### src/rtl/mips_pkg.sv
// Shared MIPS front-end definitions: opcodes, the bubble word and the fetch FSM states.
package mips_pkg;

    localparam logic [5:0]  OP_LW    = 6'b100011;
    localparam logic [5:0]  OP_SW    = 6'b101011;
    localparam logic [5:0]  OP_BEQ   = 6'b000100;
    localparam logic [31:0] NOP_WORD = 32'h0000_0000;

    typedef enum logic [1:0] {
        ST_RUN      = 2'd0,
        ST_MEM_WAIT = 2'd1,
        ST_BR_WAIT  = 2'd2
    } fetch_state_e;

    function automatic logic is_mem_op(input logic [5:0] op);
        return (op == OP_LW) || (op == OP_SW);
    endfunction

endpackage

### src/rtl/fetch_pc_reg.sv
// Program counter with hold / word-aligned load / +4 increment; load wins over increment.
module fetch_pc_reg #(
    parameter logic [31:0] RESET_PC = 32'h0000_0000
) (
    input  logic        clk,
    input  logic        rst_n,
    input  logic        inc,
    input  logic        load,
    input  logic [31:0] load_addr,
    output logic [31:0] pc,
    output logic [31:0] pc_plus4
);

    // Wraps naturally modulo 2^32.
    assign pc_plus4 = pc + 32'd4;

    always_ff @(posedge clk) begin
        if (!rst_n) begin
            pc <= RESET_PC;
        end else if (load) begin
            pc <= load_addr & ~32'h0000_0003;
        end else if (inc) begin
            pc <= pc_plus4;
        end
    end

endmodule

### src/rtl/fetch_stage.sv
// Instruction fetch stage: PC sequencing, load/store bubble insertion and branch wait,
// feeding a registered IF/ID pipeline register.
module fetch_stage
    import mips_pkg::*;
#(
    parameter logic [31:0] RESET_PC    = 32'h0000_0000,
    parameter int          MEM_BUBBLES = 2
) (
    input  logic        clk,
    input  logic        rst_n,
    output logic [31:0] imem_addr,
    input  logic [31:0] imem_instr,
    input  logic        id_stall,
    input  logic        br_resolved,
    input  logic        br_taken,
    input  logic [31:0] br_target,
    output logic [31:0] ifid_instr,
    output logic [31:0] ifid_pc4,
    output logic        ifid_valid,
    output logic [1:0]  fetch_state
);

    localparam logic [2:0] BUBBLES = 3'(MEM_BUBBLES);

    fetch_state_e state;
    logic [2:0]   bubble_cnt;
    logic [31:0]  pc;
    logic [31:0]  pc_plus4;
    logic         advance;
    logic         pc_inc;
    logic         pc_load;
    logic [5:0]   opcode;

    assign advance = ~id_stall;
    assign opcode  = imem_instr[31:26];
    assign pc_inc  = advance && (state == ST_RUN);
    assign pc_load = advance && (state == ST_BR_WAIT) && br_resolved && br_taken;

    fetch_pc_reg #(
        .RESET_PC (RESET_PC)
    ) u_pc (
        .clk       (clk),
        .rst_n     (rst_n),
        .inc       (pc_inc),
        .load      (pc_load),
        .load_addr (br_target),
        .pc        (pc),
        .pc_plus4  (pc_plus4)
    );

    assign imem_addr   = pc;
    assign fetch_state = state;

    always_ff @(posedge clk) begin
        if (!rst_n) begin
            state      <= ST_RUN;
            bubble_cnt <= 3'd0;
            ifid_instr <= NOP_WORD;
            ifid_pc4   <= 32'h0;
            ifid_valid <= 1'b0;
        end else if (advance) begin
            case (state)
                ST_RUN: begin
                    ifid_instr <= imem_instr;
                    ifid_pc4   <= pc_plus4;
                    ifid_valid <= 1'b1;
                    if (is_mem_op(opcode) && (BUBBLES != 3'd0)) begin
                        state      <= ST_MEM_WAIT;
                        bubble_cnt <= BUBBLES;
                    end else if (opcode == OP_BEQ) begin
                        state <= ST_BR_WAIT;
                    end
                end
                ST_MEM_WAIT: begin
                    ifid_instr <= NOP_WORD;
                    ifid_valid <= 1'b0;
                    bubble_cnt <= bubble_cnt - 3'd1;
                    // <= 1 rather than == 1 so a zero count cannot wrap into a long stall.
                    if (bubble_cnt <= 3'd1) begin
                        state      <= ST_RUN;
                        bubble_cnt <= 3'd0;
                    end
                end
                ST_BR_WAIT: begin
                    ifid_instr <= NOP_WORD;
                    ifid_valid <= 1'b0;
                    if (br_resolved) begin
                        state <= ST_RUN;
                    end
                end
                default: begin
                    state      <= ST_RUN;
                    bubble_cnt <= 3'd0;
                end
            endcase
        end
    end

endmodule
### config.mk
export PLATFORM = sky130hd
export DESIGN_NAME = fetch_stage
export DESIGN_NICKNAME = d
export VERILOG_FILES = /design/src/rtl/mips_pkg.sv /design/src/rtl/fetch_pc_reg.sv /design/src/rtl/fetch_stage.sv
export SDC_FILE = /design/constraint.sdc
export NUM_CORES = 1
export LEC_CHECK = 0
export ABC_AREA = 1
export BUFFER_PORTS_ARGS = -buffer_cell sky130_fd_sc_hd__buf_2
export CORE_ASPECT_RATIO = 0.5
export CORE_MARGIN = 2
export CORE_UTILIZATION = 50
export CTS_BUF_LIST = sky130_fd_sc_hd__clkbuf_16
export DETAILED_ROUTE_END_ITERATION = 16
export PLACE_DENSITY = 0.8
export SLEW_MARGIN = 5
export SYNTH_ARGS = -nofsm -noshare
export SYNTH_HDL_FRONTEND = slang
export SYNTH_SLANG_ARGS = --single-unit
### constraint.sdc
create_clock -name clk -period 1.9 [get_ports clk]
set_input_delay 0.38 -clock clk [delete_from_list [all_inputs] [get_ports clk]]
set_output_delay 0.38 -clock clk [all_outputs]
set_load 0.1 [all_outputs]
==> flow_metrics.py <==
metrics = {
    "status": {
        "outcome": "finished, final reports clean",
    },
    "placed_design": {
        "post_dp_area_um2": 5800,
        "dpl.cell_count": 965,
        "buffer_ports.inserted": 161,
        "place.gp.congestion": 0.904,
        "hpwlAfterDp_mm": 9.58,
    },
    "job": {
        "cap_viol_max_count": 0,
    },
    "timing": {
        "maxSlewViolCount": 0,
        "skew_ns": 0.00605,
        "report.final.setup_viol": 0,
        "maxSlewHeadroom_pct": 65.9,
        "timing.final.crit_period_ns": 1.72,
        "clock.fmax_mhz": 581,
        "unrepaired_setup_endpoints_after_global_routing": "false",
        "finalHoldViolations": 0,
        "finalSetupTns_ns": 0,
        "post-route-period-util_pct": 90.7,
        "finalHoldWorstSlack_ns": 0.275,
        "timing_worst_slew_pin_value_ns": 0.516,
    },
    "floorplanning": {
        "top_level_ports": 168,
        "die_h_um": 73.3,
        "floorplan.die.width_um": 143,
        "initial_core_util_pct": 51.1,
        "dieArea_um2": 10400,
        "rows": 25,
        "core-area_um2": 9380,
    },
    "pwr": {
        "power.share.switching_pct": 35.4,
        "pwr-share-comb_pct": 25.1,
        "power.static_leakage_nw": 2.75,
        "power.sequential.fraction_pct": 40.2,
        "clock_power_share_pct": 34.7,
        "fin_total_pwr_mw": 5.52,
        "intPower_mw": 3.57,
        "highest_ir_drop_seen_on_vdd_mv": 0.499,
        "power_switching_mw": 1.96,
        "power_density_nw_per_um2": 902,
    },
    "critical_path": {
        "worst_path_top_cell_family_by_delay": "buffers and inverters",
        "r2r.worst_path.cells": 10,
        "cp_slowest_cell": "sky130_fd_sc_hd__dfxtp_4",
        "ff2ff_setup_slack_ns": 0.18,
        "worst-endpoint-required_ns": 2.13,
        "crit_path_cell_trace": "inv_1, ha_1, inv_1, nor2_4, inv_2, nand2_2, buf_6, o21ai_0, a31oi_1, nor2_1",
        "crit_top_cell": "sky130_fd_sc_hd__inv_1",
        "timing.critical_path.from_type": "register",
        "timing.critical_path.fanout_max": 23,
        "launching_point_of_the_worst_reg2reg_path": "fetch_state[0]",
        "worst_path_max_stage_delay_ns": 0.35,
        "worst_ep_arrival_time_ns": 1.95,
        "cp-end-kind": "register",
        "r2r_end": "u_pc.pc[10]",
        "setup.worst_path.class": "register to register",
        "critical_path_buf_inv_count": 4,
    },
    "drt": {
        "route.detailed.vias_per_inst": 5.18,
        "drt_drc_violations_left": 0,
        "drtPass1Iterations": 8,
        "dr.first_iter.drc_count": 330,
        "detailroute.via_count": 5084,
        "wire_per_inst_um": 13.5,
        "postRouteAntennaNets": 0,
        "drt-total-wl_mm": 13.2,
    },
    "synthesis": {
        "number_of_storage_elements_in_the_synthesis_netlist": 98,
        "synth_warnings": 0,
        "syn_inst": 702,
        "dominantRegCellSynth": "sky130_fd_sc_hd__dfxtp_1",
        "number_of_synthesized_flops_with_an_enable_pin": 0,
        "synthDominantCellAreaShare_pct": 40.9,
        "seq_area_frac_synth_pct": 40.9,
        "synth_cell_type_count": 34,
        "ffs_w_async_s_r_synth_pct": 0,
        "synth_area_per_cell_um2": 6.84,
        "yosys-top-cells-area": "sky130_fd_sc_hd__dfxtp_1 41%, sky130_fd_sc_hd__nand2_1 17%, sky130_fd_sc_hd__a21oi_1 8.9%, sky130_fd_sc_hd__inv_1 4.8%, sky130_fd_sc_hd__nor2_1 4.5%",
        "synth_most_common_cell": "sky130_fd_sc_hd__nand2_1",
        "most_frequent_cells_after_synthesis": "218 x sky130_fd_sc_hd__nand2_1, 98 x sky130_fd_sc_hd__dfxtp_1, 85 x sky130_fd_sc_hd__a21oi_1",
        "synth_top_cell_by_area": "sky130_fd_sc_hd__dfxtp_1",
        "netlist_area_um2": 4800,
    },
    "final_layout": {
        "multiInputGateArea_um2": 2440,
        "insertedDiodeCount": 0,
        "fill_count": 856,
        "post_layout_nonfiller_instances": 981,
        "design.final.nets": 931,
        "syn2layout_area_growth_pct": 27.6,
        "layout-drive-gt1-share_pct": 27.7,
        "final_design_area_no_fill_um2": 6120,
        "ff_latch_area_um2": 2000,
    },
    "clock_tree": {
        "cts.path.max_buffers": 2,
        "cts_made_buffers": 9,
        "cts.htree.levels": 3,
        "clk-insertion-delay-late_ns": 0.34,
        "cts.sinks": 98,
        "worst_setup_hold_path_clk_slew_ns": 0.07,
        "hold_buffers": 0,
        "tritoncts": "built",
        "cell_at_the_root_of_the_clock_tree": "sky130_fd_sc_hd__clkbuf_16",
    },
    "global_route": {
        "global_route.usage.total_pct": 24.6,
        "grt_first_pass_wirelength_mm": 20.5,
        "grt_start_max_net_pins": 49,
        "antenna_found_initial": 1,
        "grt_pass1_vias": 4534,
        "grt.overflow.total": 0,
    },
    "min_path": {
        "hold-path-endpoint": "ifid_instr[21]",
        "hp-class": "input pin to register",
        "worstHoldPathCells": 3,
        "min_from": "imem_instr[21]",
    },
}
==> sequential cells by signal, summed over array words and instances, names as in the netlist <==
signal and count:
ifid_instr 32, ifid_pc4 30, bubble_cnt 3, ifid_valid 1, u_pc.pc 30, fetch_state 2
==> cell usage in the layout, fill, tap and decap left out, drive strengths merged <==
cell / n
nand2: 224
ha: 7
conb: 4
a211oi: 1
xnor2: 1
o31ai: 1
and2: 1
bufinv: 2
nor2: 67
o211ai: 1
a22o: 3
dfxtp: 98
a31oi: 6
or2: 1
o21ai: 35
buf: 174
xor2: 7
clkinvlp: 2
nand4: 17
clkinv: 1
inv: 68
nand3: 40
o21a: 3
nand3b: 2
a21oi: 85
clkbuf: 9
==> worst reg2reg max path, stage by stage, from the launching register on <==
cell	delay (ns)
sky130_fd_sc_hd__dfxtp_4	0.35
sky130_fd_sc_hd__inv_1	0.11
sky130_fd_sc_hd__ha_1	0.19
sky130_fd_sc_hd__inv_1	0.10
sky130_fd_sc_hd__nor2_4	0.13
sky130_fd_sc_hd__inv_2	0.06
sky130_fd_sc_hd__nand2_2	0.08
sky130_fd_sc_hd__buf_6	0.20
sky130_fd_sc_hd__o21ai_0	0.13
sky130_fd_sc_hd__a31oi_1	0.19
sky130_fd_sc_hd__nor2_1	0.06
==> per-layer routing <==
layer,vias up,share of wire [%],GRT usage (%)
met5,-,0.053,0
met4,2,1.3,5.83
met3,27,8.7,8.41
met2,208,46,42.0
met1,2286,44,30.6
li1,2561,-,-
==> worst max-delay path by stage <==
| stage | start | to | slack (ns) | cells past startpoint |
|---|---|---|---|---|
| 2_1_floorplan | u_pc.pc[2] | u_pc.pc[14] | 0.001 | 9 |
| 3_3_place_gp | fetch_state[0] | u_pc.pc[6] | 0.23 | 10 |
| 3_5_place_dp | fetch_state[0] | u_pc.pc[10] | 0.11 | 10 |
| 4_1_cts | fetch_state[0] | u_pc.pc[10] | 0.09 | 10 |
| 5_1_grt | fetch_state[0] | u_pc.pc[4] | 0.03 | 11 |
| 6_report | fetch_state[0] | u_pc.pc[10] | 0.18 | 10 |
==> power groups by stage <==
stage	combinational, mW	sequential, mW	clock [mW]
2_1_floorplan	0.425	2.92	0
3_3_place_gp	1.36	2.26	0
3_5_place_dp	1.38	2.27	0
4_1_cts	1.38	2.22	1.94
5_1_grt	1.47	2.23	2.04
6_report	1.39	2.22	1.92
==> through the flow <==
stage / worst slack (ns) / utilization (%)
2_1_floorplan: 0.000961 / -
3_3_place_gp: 0.232 / 61.8
3_5_place_dp: 0.114 / 61.8
4_1_cts: 0.0915 / 65.1
5_1_grt: 0.0257 / 65.2
6_report: 0.177 / 65.2
==> repair_timing <==
action,in CTS,in global routing
gates resized for setup,0,2
buffers inserted,0,0
setup endpoints to repair,0,4
==> final cells by class <==
cell class | count | share of cell area (%)
inverters | 66 | 4.05
clock inverters | 7 | 1.41
repair buffers | 174 | 15.8
clock buffers | 9 | 3.68
multi-input cells | 506 | 39.9
flip-flops and latches | 98 | 32.6
well taps | 121 | 2.47
==> cell families after synthesis <==
logic type | synth area share [%]
and+or+nand+nor | 32.1
DFF | 40.9
other | 0.0782
xor gates and xnor gates | 1.77
buffers and inverters | 8.58
adders and majority gates | 1.83
AOI/OAI and AO/OA | 14.8
Note: power is estimated with default switching activity, not from simulation.
